### src/rtl/seven_seg_scan_ctrl_if.sv
// rtl/seven_seg_scan_ctrl_if.sv - display-path signal bundle between ALU top level and seven-segment decoder
interface seven_seg_scan_ctrl_if;
    logic       disp_en;
    logic       load;
    logic [7:0] y_in;
    logic [3:0] op_in;
    logic [3:0] an;
    logic [7:0] y_disp;
    logic [3:0] op_disp;
    logic       pending;
    logic       overrun;
    logic       frame_tick;

    modport master (
        output disp_en, load, y_in, op_in,
        input  an, y_disp, op_disp, pending, overrun, frame_tick
    );

    modport slave (
        input  disp_en, load, y_in, op_in,
        output an, y_disp, op_disp, pending, overrun, frame_tick
    );
endinterface

### src/rtl/seven_seg_scan_ctrl.sv
// rtl/seven_seg_scan_ctrl.sv - 4-digit scan controller with frame-synchronised result commit
// Optional macro SEG_SCAN_BLANK_EN: blank slot 1 always and slot 3 when the high nibble is zero.
module seven_seg_scan_ctrl #(
    parameter int CLK_DIV = 100000
) (
    input  logic                 clk,
    input  logic                 rst_n,
    seven_seg_scan_ctrl_if.slave bus
);
    localparam int CW = $clog2(CLK_DIV);
    localparam logic [CW-1:0] CNT_MAX = CW'(CLK_DIV - 1);

    typedef enum logic [1:0] {
        SLOT_OP = 2'd0,
        SLOT_1  = 2'd1,
        SLOT_LO = 2'd2,
        SLOT_HI = 2'd3
    } slot_e;

    logic [CW-1:0] cnt_q, cnt_d;
    slot_e         slot_q, slot_d;
    logic [3:0]    an_q, an_d;
    logic [7:0]    y_disp_q, y_disp_d;
    logic [3:0]    op_disp_q, op_disp_d;
    logic [7:0]    pend_y_q, pend_y_d;
    logic [3:0]    pend_op_q, pend_op_d;
    logic          pending_q, pending_d;
    logic          overrun_q, overrun_d;
    logic          frame_tick_q, frame_tick_d;
    logic          cnt_wrap;
    logic          boundary;

    always_ff @(posedge clk) begin
        if (!rst_n) begin
            cnt_q        <= '0;
            slot_q       <= SLOT_OP;
            an_q         <= 4'b1111;
            y_disp_q     <= 8'h00;
            op_disp_q    <= 4'h0;
            pend_y_q     <= 8'h00;
            pend_op_q    <= 4'h0;
            pending_q    <= 1'b0;
            overrun_q    <= 1'b0;
            frame_tick_q <= 1'b0;
        end else begin
            cnt_q        <= cnt_d;
            slot_q       <= slot_d;
            an_q         <= an_d;
            y_disp_q     <= y_disp_d;
            op_disp_q    <= op_disp_d;
            pend_y_q     <= pend_y_d;
            pend_op_q    <= pend_op_d;
            pending_q    <= pending_d;
            overrun_q    <= overrun_d;
            frame_tick_q <= frame_tick_d;
        end
    end

    always_comb begin
        cnt_wrap     = (cnt_q == CNT_MAX);
        cnt_d        = cnt_wrap ? '0 : cnt_q + 1'b1;
        slot_d       = cnt_wrap ? slot_e'(slot_q + 2'd1) : slot_q;
        boundary     = cnt_wrap && (slot_q == SLOT_HI);
        frame_tick_d = boundary;

        y_disp_d     = y_disp_q;
        op_disp_d    = op_disp_q;
        pend_y_d     = pend_y_q;
        pend_op_d    = pend_op_q;
        pending_d    = pending_q;
        overrun_d    = 1'b0;

        // A load landing on the boundary edge goes straight to the display registers.
        if (bus.load) begin
            if (boundary) begin
                y_disp_d  = bus.y_in;
                op_disp_d = bus.op_in;
                pending_d = 1'b0;
            end else begin
                pend_y_d  = bus.y_in;
                pend_op_d = bus.op_in;
                pending_d = 1'b1;
                overrun_d = pending_q;
            end
        end else if (boundary && pending_q) begin
            y_disp_d  = pend_y_q;
            op_disp_d = pend_op_q;
            pending_d = 1'b0;
        end

        // Anode pattern is registered against the slot being entered.
        unique case (slot_d)
            SLOT_OP: an_d = 4'b1110;
            SLOT_1:  an_d = 4'b1101;
            SLOT_LO: an_d = 4'b1011;
            SLOT_HI: an_d = 4'b0111;
            default: an_d = 4'b1111;
        endcase
`ifdef SEG_SCAN_BLANK_EN
        if (slot_d == SLOT_1) begin
            an_d = 4'b1111;
        end
        if ((slot_d == SLOT_HI) && (y_disp_d[7:4] == 4'h0)) begin
            an_d = 4'b1111;
        end
`else
`endif
        if (!bus.disp_en) begin
            an_d = 4'b1111;
        end
    end

    assign bus.an         = an_q;
    assign bus.y_disp     = y_disp_q;
    assign bus.op_disp    = op_disp_q;
    assign bus.pending    = pending_q;
    assign bus.overrun    = overrun_q;
    assign bus.frame_tick = frame_tick_q;
endmodule

### src/flat_wrapper.sv
// flat-port wrapper written by rule: the top's interface ports become plain ports
module seven_seg_scan_ctrl_flat 
#(
    parameter int CLK_DIV = 100000
)
  (clk, rst_n, bus_disp_en, bus_load, bus_y_in, bus_op_in, bus_an, bus_y_disp, bus_op_disp, bus_pending, bus_overrun, bus_frame_tick);
  seven_seg_scan_ctrl_if bus_i ();
  input  logic clk;
  input  logic rst_n;
  input wire logic [$bits(bus_i.disp_en)-1:0] bus_disp_en;
  input wire logic [$bits(bus_i.load)-1:0] bus_load;
  input wire logic [$bits(bus_i.y_in)-1:0] bus_y_in;
  input wire logic [$bits(bus_i.op_in)-1:0] bus_op_in;
  output wire logic [$bits(bus_i.an)-1:0] bus_an;
  output wire logic [$bits(bus_i.y_disp)-1:0] bus_y_disp;
  output wire logic [$bits(bus_i.op_disp)-1:0] bus_op_disp;
  output wire logic [$bits(bus_i.pending)-1:0] bus_pending;
  output wire logic [$bits(bus_i.overrun)-1:0] bus_overrun;
  output wire logic [$bits(bus_i.frame_tick)-1:0] bus_frame_tick;
  assign bus_i.disp_en = bus_disp_en;
  assign bus_i.load = bus_load;
  assign bus_i.y_in = bus_y_in;
  assign bus_i.op_in = bus_op_in;
  assign bus_an = bus_i.an;
  assign bus_y_disp = bus_i.y_disp;
  assign bus_op_disp = bus_i.op_disp;
  assign bus_pending = bus_i.pending;
  assign bus_overrun = bus_i.overrun;
  assign bus_frame_tick = bus_i.frame_tick;
  seven_seg_scan_ctrl #(.CLK_DIV(CLK_DIV)) u_core (.clk(clk), .rst_n(rst_n), .bus(bus_i));
endmodule
### config.mk
export PLATFORM = sky130hd
export DESIGN_NAME = seven_seg_scan_ctrl_flat
export DESIGN_NICKNAME = d
export VERILOG_FILES = /design/src/rtl/seven_seg_scan_ctrl_if.sv /design/src/rtl/seven_seg_scan_ctrl.sv /design/src/flat_wrapper.sv
export SDC_FILE = /design/constraint.sdc
export NUM_CORES = 1
export LEC_CHECK = 0
export BUFFER_PORTS_ARGS = -buffer_cell sky130_fd_sc_hd__buf_2
export CORE_ASPECT_RATIO = 0.6
export CORE_MARGIN = 3
export CORE_UTILIZATION = 56
export DETAILED_ROUTE_END_ITERATION = 8
export PLACE_DENSITY = 0.8
export SLEW_MARGIN = 10
export SYNTH_ARGS = -nofsm -noshare
export SYNTH_HDL_FRONTEND = slang
export SYNTH_SLANG_ARGS = --single-unit
### constraint.sdc
create_clock -name clk -period 2.5 [get_ports clk]
set_input_delay 0.375 -clock clk [delete_from_list [all_inputs] [get_ports clk]]
set_output_delay 0.375 -clock clk [all_outputs]
set_load 0.01 [all_outputs]
Word-level counts from Yosys, hierarchy flattened
Cells that the tools add are included.

Register bits after elaboration: 50.

Equal/unequal tests: 6. Bitwise gates (word level): 3. Mux-type cells: 11. Reduce and logical (&&, ||, !) cells: 9. Add/sub/neg operators: 2.

Operator list (number): $mux 8 (3); $add 17x1->17 const B (1); $eq 17x17->1 const B (1); $pmux 4 s4 (1); $mux 4 (3); $eq 2x2->1 const B (3); $reduce_and 2->1 (3); $mux 1 (3); $not 1->1 (3); $reduce_or 3->1 (1); $add 2x1->2 const B (1); $eq 2x1->1 const B (1); $logic_and 1x1->1 (2); $logic_not 2->1 (1); $mux 2 (1); $ne 2x1->1 const B (1); $reduce_bool 2->1 (1); $reduce_or 2->1 (1).

Longest topological paths before layout
Gate-level depths: netlist (run 1).

Depth in word-level cells: 5. Depth in mapped cells: 7. Gate-level depth less buffers: 5.

Worst setup path before layout (run 1)
No wires, ideal clock.

Kind: reg2reg. Start point: reg u_core.cnt_q[5]. End point: reg u_core.op_disp_q[0], in the netlist u_core.bus.op_disp[0]. Arrival: 2.009 ns. Setup slack: 0.432 ns. Cell stages (with the launch flop): 7. Cell sequence: dfxtp_1 or4b_1 or4_1 buf_6 nor3_4 buf_6 o211a_1.

Longest elaborated chain between the ends: 5.

Ends and longest elaborated chain: from (decl) (line seven_seg_scan_ctrl.sv:20) `logic [CW-1:0] cnt_q, cnt_d;`; from (signal assigned) (line seven_seg_scan_ctrl.sv:46) `cnt_q <= cnt_d;`; $eq 17x17->1 (*) (line seven_seg_scan_ctrl.sv:60) `cnt_wrap = (cnt_q == CNT_MAX);`; $logic_and 1x1->1 (*) (line seven_seg_scan_ctrl.sv:63) `boundary = cnt_wrap && (slot_q == SLOT_HI);`; $logic_and 1x1->1 (line seven_seg_scan_ctrl.sv:85) `end else if (boundary && pending_q) begin`; $reduce_bool 2->1 (no line); $reduce_and 2->1 (no line) (*); to (signal assigned) (line seven_seg_scan_ctrl.sv:50) `op_disp_q <= op_disp_d;`; to (decl) (line seven_seg_scan_ctrl.sv:24) `logic [3:0] op_disp_q, op_disp_d;`.

Mark *: on every way between the ends. The rest lies on a longest branch, timed or not. A chain may end at the register's enable or synchronous reset.

Final worst setup path (run 1)
Start point: reg u_core.cnt_q[5]. End point: reg u_core.op_disp_q[3], in the netlist u_core.bus.op_disp[3].

The elaborated chain is that of the path after synthesis.

==> results of run 1 <==
worst min path at each step:
stage	startpoint	slack [ns]	endpoint
global placement	u_core.cnt_q[0]	0.45	u_core.cnt_q[0]
detailed placement	u_core.cnt_q[0]	0.46	u_core.cnt_q[0]
global route	bus_disp_en	0.30	u_core.bus.an[0]
CTS	bus_disp_en	0.29	u_core.bus.an[0]
finish	bus_disp_en	0.30	u_core.bus.an[0]
floorplan	u_core.cnt_q[0]	0.43	u_core.cnt_q[0]
cell families (layout without fill, tap and decap cells):
logic type	count (synthesis)	in the layout	share of synthesized area (%)
DFF	50	50	43.0
adders and majority gates	2	2	1.08
xor gates and xnor gates	15	15	5.65
and+or+nand+nor	126	126	30.6
buffers and inverters	26	53	5.00
AOI/OAI and AO/OA	39	39	13.3
muxes	3	3	1.29
registers in the layout (all words and copies together), names as in the netlist:
name / cells
u_core.cnt_q: 17
u_core.bus.y_disp: 8
u_core.pend_y_q: 8
u_core.bus.an: 4
u_core.bus.op_disp: 4
u_core.pend_op_q: 4
u_core.slot_q: 2
u_core.bus.frame_tick: 1
u_core.bus.overrun: 1
u_core.bus.pending: 1
Yosys cell counts, types with 2 or more instances:
cell type / instances
sky130_fd_sc_hd__ha_1: 2
sky130_fd_sc_hd__xnor2_1: 14
sky130_fd_sc_hd__inv_1: 4
sky130_fd_sc_hd__o211a_1: 12
sky130_fd_sc_hd__buf_1: 4
sky130_fd_sc_hd__a32oi_1: 9
sky130_fd_sc_hd__nor2_1: 19
sky130_fd_sc_hd__buf_6: 2
sky130_fd_sc_hd__and3_1: 2
sky130_fd_sc_hd__nand2_1: 8
sky130_fd_sc_hd__buf_2: 3
sky130_fd_sc_hd__a31oi_1: 3
sky130_fd_sc_hd__and2_1: 3
sky130_fd_sc_hd__mux2i_1: 3
sky130_fd_sc_hd__nor2b_1: 9
sky130_fd_sc_hd__nor4_1: 5
sky130_fd_sc_hd__nor3_1: 6
sky130_fd_sc_hd__o22a_1: 2
sky130_fd_sc_hd__and3b_1: 4
sky130_fd_sc_hd__clkbuf_1: 13
sky130_fd_sc_hd__nor3b_1: 2
sky130_fd_sc_hd__o211ai_1: 2
sky130_fd_sc_hd__nand3_1: 30
sky130_fd_sc_hd__dfxtp_1: 50
sky130_fd_sc_hd__nand4_1: 29
sky130_fd_sc_hd__a21oi_1: 9
sky130_fd_sc_hd__or4_1: 3
worst register-to-register path: stages, from the launching register on:
cell                      delay [ns]
sky130_fd_sc_hd__dfxtp_1        0.37
sky130_fd_sc_hd__or4b_1         0.59
sky130_fd_sc_hd__or4_1          0.63
sky130_fd_sc_hd__nor3_4         0.47
sky130_fd_sc_hd__o211a_1        0.21
cell type report:
class                           instances  share of cell area, %
Inverter                                4                  0.573
Clock buffer                            6                   3.15
Multi-Input combinational cell        185                   46.3
Sequential cell                        50                   38.2
Tap cell                               47                   2.24
Timing Repair Buffer                   43                   9.54
power breakdown:
group	internal, mW	leakage (nW)	switching [mW]
Combinational	0.0471	0.685	0.0665
Sequential	0.821	0.408	0.0141
Clock	0.214	0.0431	0.247
layer usage:
metal | share of wire (%) | GRT usage, % | vias to the layer above | wire length [µm]
li1 | - | - | 1029 | -
met1 | 48 | 33.7 | 989 | 2530
met2 | 43 | 29.0 | 84 | 2250
met3 | 8.4 | 6.51 | 2 | 440
met4 | 0.63 | 7.22 | 0 | 33
met5 | 0 | 0 | - | 0
==> results.yml, run 1 <==
setup_path:
  rrSetupSlack_ns: 0.19
  cpMaxStageDelayCell: "sky130_fd_sc_hd__or4_1"
  path_buf_inv: 0
  critical_path.max_stage_delay_ns: 0.63
  worstPathRequired_ns: 2.75
  critical_path.startpoint_type: "register"
  crit_chain: "or4b_1 > or4_1 > nor3_4 > o211a_1"
  r2r-end: "u_core.bus.op_disp[3]"
  critical-path-top-delay-family: "simple AND/OR/NAND/NOR gates"
  worst-path-stages: 4
  cp-end-kind: "register"
  timing.critical_path.fanout_max: 12
  crit_end: "u_core.bus.op_disp[3]"
  timing.critical_path.arrival_ns: 2.56
  crit_path_start: "u_core.cnt_q[5]"
  depth_of_the_worst_register_to_register_path: 4
  criticalPathCategory: "register to register"
  worstReg2RegStart: "u_core.cnt_q[5]"
global_routing:
  grt_antenna_before_repair: 0
  grt_max_degree: 39
  total_congestion_overflow: 0
  grt_pass1_vias: 1785
  grt_pass1_wl_um: 8580
  grt_util_all_layers_pct: 22.0
place:
  place_worst_setup_slack_ns: 0.220
  numPortBuffers: 34
  detailed_place.area_um2: 2540
  dp_cells: 329
  dp_hpwl_um: 3590
  finalWeightedCongestion: 0.859
synth:
  synth-main-ff-cell: "sky130_fd_sc_hd__dfxtp_1"
  yosysTopAreaCellShare_pct: 43.0
  number_of_enable_type_register_cells_in_the_synthesized_netlist: 0
  synthCells: 261
  ys_seq_elements: 50
  syn_area_um2: 2330
  yosys.cell_types.count: 36
  ys_warn_count: 0
  synth_area_leaders: "sky130_fd_sc_hd__dfxtp_1 (43%), sky130_fd_sc_hd__nand4_1 (7.8%), sky130_fd_sc_hd__nand3_1 (6.5%), sky130_fd_sc_hd__xnor2_1 (5.3%), sky130_fd_sc_hd__o211a_1 (5.2%)"
  synth_area_per_cell_um2: 8.91
  synth.largest_area_cell: "sky130_fd_sc_hd__dfxtp_1"
  postSynthNetCount: 279
  ys_async_sr_fraction_pct: 0
  synth_sequential_area_ratio_pct: 43.0
clock_tree:
  clock_tree.root_cell: "sky130_fd_sc_hd__clkbuf_8"
  tritoncts_num_sinks: 50
  cts_setup_buffers: 0
  post_cts_resized: 0
  cts_tree: "done"
  numCtsBuffers: 5
  clk_latency_ns: 0.30
  cts_max_path_bufs: 2
  cts_hold_buffers: 0
  clk_pin_slew_worst_paths_ns: 0.09
  cts-htree-levels: 2
detailed_routing:
  drt_first_iter_violations: 119
  routed-via-count: 2104
  drt_pre_antenna_iters: 5
  drcViolationCount: 0
  route.detailed.vias_per_inst: 6.28
  route.detailed.wl_per_inst_um: 15.7
  detail_route.wirelength_um: 5260
  route.antenna.remaining_nets: 0
sta:
  finalMaxSlewViolations: 0
  fin_worst_hold_slack_ns: 0.301
  max_freq_ghz: 0.433
  finalWorstSetupSlack_ns: 0.189
  worst_slew_margin_rel_pct: 65.1
  max_slew.worst_pin.slew_ns: 0.523
  post-route-period-util_pct: 92.4
  rsz_0062_raised_after_global_routing: "no"
  hold_violations: 0
  report.final.setup_viol: 0
  finalCriticalPeriod_ns: 2.31
  final.setup_skew_ns: 0.00708
  setup-tns-final_ns: 0
floorplan:
  core.rowCount: 17
  core_area_um2: 3830
  die_area_um2: 4990
  starting_density_of_the_core_pct: 60.8
  die_y_extent_um: 55.9
  die-width_um: 89.2
  design.portCount: 35
min_path:
  worstHoldPathCells: 2
  worst_hold_path_type: "input port to register"
finish:
  post-route-util_pct: 68.5
  mostFrequentLayoutCell: "sky130_fd_sc_hd__dfxtp_1"
  antenna_cells: 0
  multi_input_combinational_cell_area_um2: 1210
  sequential_cell_area_um2: 1000
  design_area_um2: 2620
  filler_cell_count: 322
  finalNetCount: 307
  area_overhead_vs_synth_pct: 12.7
  layout_common_cells: "sky130_fd_sc_hd__dfxtp_1 (50), sky130_fd_sc_hd__buf_2 (34), sky130_fd_sc_hd__nand3_1 (30)"
  drive_above_1_share_pct: 17.7
  final-instance-count-excl-fill: 335
power_and_ir_drop:
  power.density_nw_per_um2: 537
  peakVddDrop_uv: 258
  p_leak_nw: 1.14
  power.total_mw: 1.41
outcome:
  run_status: "completed"
run:
  cap_violations: 0
(Power assumes the default switching activity.)
==> run 2, diff against run 1 <==
- CORE_ASPECT_RATIO: 0.6 -> not set
- GPL_ROUTABILITY_DRIVEN: not set -> 0
==> run 2 against run 1 <==
Against the previous run:
- critical path depth unchanged
- fmax up 0.33%
- sequential power is essentially flat
- die area fell by 0.51%
- cell count up 0.30%
- global-route usage fell by 0.98 points
- sequential cell count did not move
- non-clock buffer count is 2 lower
- largest cell class unchanged
==> results.yml, run 2 (same netlist as run 1, synthesis figures left out) <==
setup_path:
  critical-path-top-delay-family: "simple AND/OR/NAND/NOR gates"
  criticalPathCategory: "register to register"
  critical_path.max_stage_delay_ns: 0.69
  crit_chain: "or4b_1 > or4_1 > nor3_4 > o211a_1"
  worstPathRequired_ns: 2.75
  cp-end-kind: "register"
  path_buf_inv: 0
  cpMaxStageDelayCell: "sky130_fd_sc_hd__or4_1"
  critical_path.startpoint_type: "register"
  timing.critical_path.fanout_max: 12
  timing.critical_path.arrival_ns: 2.56
finish:
  mostFrequentLayoutCell: "sky130_fd_sc_hd__dfxtp_1"
  flip_flop_count_of_the_largest_register_after_layout: 17
  top_register: "u_core.cnt_q"
  area_overhead_vs_synth_pct: 12.6
  filler_cell_count: 308
  drive_above_1_share_pct: 17.0
  layout_common_cells: "sky130_fd_sc_hd__dfxtp_1 (50), sky130_fd_sc_hd__buf_2 (34), sky130_fd_sc_hd__nand3_1 (30)"
  antenna_cells: 0
  final-instance-count-excl-fill: 336
  finalNetCount: 305
sta:
  finalMaxSlewViolations: 0
  hold_violations: 0
  post-route-period-util_pct: 92.1
  final.setup_skew_ns: 0.00578
  report.final.setup_viol: 0
  setup-tns-final_ns: 0
  max_freq_ghz: 0.434
  finalCriticalPeriod_ns: 2.30
  rsz_0062_raised_after_global_routing: "no"
  worst_slew_margin_rel_pct: 54.1
  max_slew.worst_pin.slew_ns: 0.686
clock_tree:
  cts_tree: "done"
  cts-htree-levels: 2
  clock_tree.root_cell: "sky130_fd_sc_hd__clkbuf_8"
  tritoncts_num_sinks: 50
  cts_max_path_bufs: 2
  numCtsBuffers: 5
  clk_pin_slew_worst_paths_ns: 0.09
  clk_latency_ns: 0.31
detailed_routing:
  routed-via-count: 2087
  detail_route.wirelength_um: 5020
  drcViolationCount: 0
  drt_first_iter_violations: 126
  route.detailed.vias_per_inst: 6.21
  route.detailed.wl_per_inst_um: 14.9
  route.antenna.remaining_nets: 0
  drt_pre_antenna_iters: 4
global_routing:
  grt_util_all_layers_pct: 21.1
  total_congestion_overflow: 0
  grt_antenna_before_repair: 0
  grt_pass1_wl_um: 8570
  grt_max_degree: 35
  grt_pass1_vias: 1938
power_and_ir_drop:
  p_leak_nw: 1.13
  peakVddDrop_uv: 357
  power.density_nw_per_um2: 574
floorplan:
  die-width_um: 70.4
  starting_density_of_the_core_pct: 60.8
  core.rowCount: 22
  die_y_extent_um: 70.4
  core_area_um2: 3830
  die_area_um2: 4960
  design.portCount: 35
run:
  cap_violations: 0
place:
  dp_cells: 328
  numPortBuffers: 34
  dp_hpwl_um: 3400
min_path:
  worst_hold_path_type: "input port to register"
outcome:
  run_status: "completed"
[run 2: changes by cell type in the layout (fill, tap and decap cells not counted), sizes merged]
cell | previous run | this run
bufinv | 0 | 1
clkbuf | 6 | 7
buf | 43 | 41
[run 2: final timing paths]
path / endpoint / slack [ns] / cells past startpoint / start
setup / recovery: u_core.bus.y_disp[4] / 0.20 / 4 / u_core.cnt_q[5]
hold / removal: u_core.bus.an[0] / 0.30 / 2 / bus_disp_en
hold reg to reg: u_core.cnt_q[0] / 0.46 / 1 / u_core.cnt_q[0]
setup reg to reg: u_core.bus.y_disp[4] / 0.20 / 4 / u_core.cnt_q[5]
[run 2: layout make-up]
type	instances	area, µm²	area share (%)
clock buffer	7	76.3	2.91
clock inverter	1	30.0	1.15
inverter	4	15.0	0.573
multi-input combinational	185	1210	46.4
sequential	50	1000	38.2
tap	48	60.1	2.29
timing repair buffer	41	223	8.50
[run 2: stage by stage]
step	power [mW]	setup slack (ns)	hold slack [ns]	utilization (%)	instance area, µm²
after floorplan	0.927	0.432	0.430	-	2330
after global placement	0.962	0.213	0.444	65.7	2510
after detailed placement	0.965	0.166	0.445	65.7	2510
after CTS	1.52	0.139	0.293	68.5	2620
after global routing	1.56	0.0525	0.303	68.5	2620
final	1.50	0.196	0.295	68.5	2620
[run 2: what timing repair did]
| action | 4_1_cts | 5_1_grt |
|---|---|---|
| hold buffers | 0 | 0 |
| resized for setup | 0 | 0 |
| buffers inserted | 0 | 0 |
| setup endpoints to repair | 0 | 2 |
[run 2: metal layers]
metal | part of all wire (%) | track usage [%] | vias to the layer above
li1 | - | - | 1032
met1 | 46 | 27.0 | 980
met2 | 46 | 34.2 | 68
met3 | 6.6 | 5.61 | 7
met4 | 1.4 | 6.81 | 0
met5 | 0 | 0 | -
[run 2: worst reg2reg max path, delay by kind of cell, from the launching register on]
kind | cells | cell delay (ns)
AOI/OAI and AO/OA | 1 | 0.19
DFF | 1 | 0.36
and+or+nand+nor | 3 | 1.69
[run 2: report_power, final]
| group | internal, mW | switching, mW | leakage (nW) |
|---|---|---|---|
| combinational | 0.0471 | 0.0660 | 0.670 |
| clock | 0.299 | 0.256 | 0.0524 |
| sequential | 0.821 | 0.0140 | 0.408 |
| total | 1.17 | 0.336 | 1.13 |
==> run 3, diff against run 2 <==
- CORE_UTILIZATION: 56 -> 40
- PLACE_DENSITY: 0.8 -> 0.6
==> run 3 against run 2 <==
Against the previous run:
- non-clock buffer count increased by 2
- first-iteration DRC count fell by 6.3%
- highest routed layer unchanged
- global-route usage down 5.1 points
- sequential power about the same
- sequential cell count unchanged
==> results.yml, run 3 (same netlist as run 1, synthesis figures left out) <==
floorplan:
  die_y_extent_um: 82.3
  core.rowCount: 27
  design.portCount: 35
  die_area_um2: 6770
  die-width_um: 82.3
  starting_density_of_the_core_pct: 41.7
  core_area_um2: 5570
power_and_ir_drop:
  p_leak_nw: 1.14
  power.density_nw_per_um2: 532
  peakVddDrop_uv: 305
clock_tree:
  numCtsBuffers: 5
  clock_tree.root_cell: "sky130_fd_sc_hd__clkbuf_8"
  clk_pin_slew_worst_paths_ns: 0.09
  cts_tree: "done"
  cts_max_path_bufs: 2
  cts-htree-levels: 2
  clk_latency_ns: 0.30
  tritoncts_num_sinks: 50
detailed_routing:
  route.detailed.vias_per_inst: 5.66
  drt_first_iter_violations: 118
  detail_route.wirelength_um: 5300
  route.detailed.wl_per_inst_um: 14.6
  route.antenna.remaining_nets: 0
  drcViolationCount: 0
  drt_pre_antenna_iters: 4
  routed-via-count: 2048
sta:
  finalCriticalPeriod_ns: 2.22
  final.setup_skew_ns: 0.00836
  finalWorstSetupSlack_ns: 0.276
  post-route-period-util_pct: 89.0
  hold_violations: 0
  rsz_0062_raised_after_global_routing: "no"
  worst_slew_margin_rel_pct: 66.6
  finalMaxSlewViolations: 0
  max_freq_ghz: 0.450
  max_slew.worst_pin.slew_ns: 0.501
  setup-tns-final_ns: 0
  report.final.setup_viol: 0
run:
  cap_violations: 0
global_routing:
  grt_antenna_before_repair: 0
  total_congestion_overflow: 0
  grt_max_degree: 39
  grt_util_all_layers_pct: 16.0
  grt_pass1_wl_um: 8360
  grt_pass1_vias: 1751
finish:
  flip_flop_count_of_the_largest_register_after_layout: 17
  drive_above_1_share_pct: 18.3
  mostFrequentLayoutCell: "sky130_fd_sc_hd__dfxtp_1"
  layout_common_cells: "sky130_fd_sc_hd__dfxtp_1 (50), sky130_fd_sc_hd__buf_2 (34), sky130_fd_sc_hd__nand3_1 (30)"
  antenna_cells: 0
  area_overhead_vs_synth_pct: 15.0
  finalNetCount: 307
  top_register: "u_core.cnt_q"
outcome:
  run_status: "completed"
place:
  numPortBuffers: 34
  place_worst_setup_slack_ns: 0.108
  dp_hpwl_um: 3490
setup_path:
  timing.critical_path.arrival_ns: 2.48
  cp-end-kind: "register"
  criticalPathCategory: "register to register"
  timing.critical_path.fanout_max: 12
  critical_path.startpoint_type: "register"
  worstPathRequired_ns: 2.75
min_path:
  worst_hold_path_type: "input port to register"
==> run 3: final cells by class <==
type	count	area, µm²
fill	557	2900
multi-input combinational	185	1210
sequential	50	1000
timing repair buffer	43	263
tap	72	90.1
clock buffer	5	68.8
clock inverter	3	21.3
inverter	4	15.0
==> run 3: worst paths after layout <==
kind / cells past startpoint / endpoint / slack, ns / from
worst min register to register: 1 / u_core.cnt_q[0] / 0.47 / u_core.cnt_q[0]
worst min-delay path: 2 / u_core.bus.an[0] / 0.30 / bus_disp_en
worst max-delay path: 5 / u_core.bus.y_disp[1] / 0.28 / u_core.cnt_q[5]
worst max register to register: 5 / u_core.bus.y_disp[1] / 0.28 / u_core.cnt_q[5]
==> run 3: report_power, final <==
part           internal [mW]  leakage, nW  total [mW]  switching (mW)
registers              0.821        0.408       0.834          0.0134
clock network          0.197       0.0441       0.476           0.278
logic                 0.0473        0.686       0.114          0.0665
total                   1.07         1.14        1.42           0.358
==> run 3: worst max-delay path: stages, from the launching register on <==
cell and delay, ns:
sky130_fd_sc_hd__dfxtp_1 0.36, sky130_fd_sc_hd__or4b_1 0.57, sky130_fd_sc_hd__or4_1 0.72, sky130_fd_sc_hd__nor3_4 0.22
sky130_fd_sc_hd__buf_12 0.16, sky130_fd_sc_hd__o211a_1 0.13
==> run 3: per-stage QoR <==
step / total power [mW] / std cells / area [µm²] / util, % / hold slack (ns)
after floorplan: 0.927 / 261 / 2330 / - / 0.430
after global placement: 0.964 / 353 / 2560 / 46.0 / 0.444
after detailed placement: 0.966 / 353 / 2560 / 46.0 / 0.450
after CTS: 1.44 / 361 / 2650 / 47.6 / 0.297
after global routing: 1.50 / 362 / 2670 / 48.0 / 0.298
final: 1.42 / 362 / 2670 / 48.0 / 0.303
==> run 3: layer usage <==
layer,vias to the layer above,global-route usage [%],share of wire [%]
li1,1032,-,-
met1,952,22.2,48
met2,57,24.3,44
met3,7,3.58,6.2
met4,0,5.65,1.2
met5,-,0,0
==> run 3: timing repair <==
item | 4_1_cts | 5_1_grt
hold buffers | 0 | 0
setup buffers | 0 | 1
setup endpoints to repair | 0 | 12
hold endpoints to repair | 0 | 0
gates resized for setup | 0 | 0
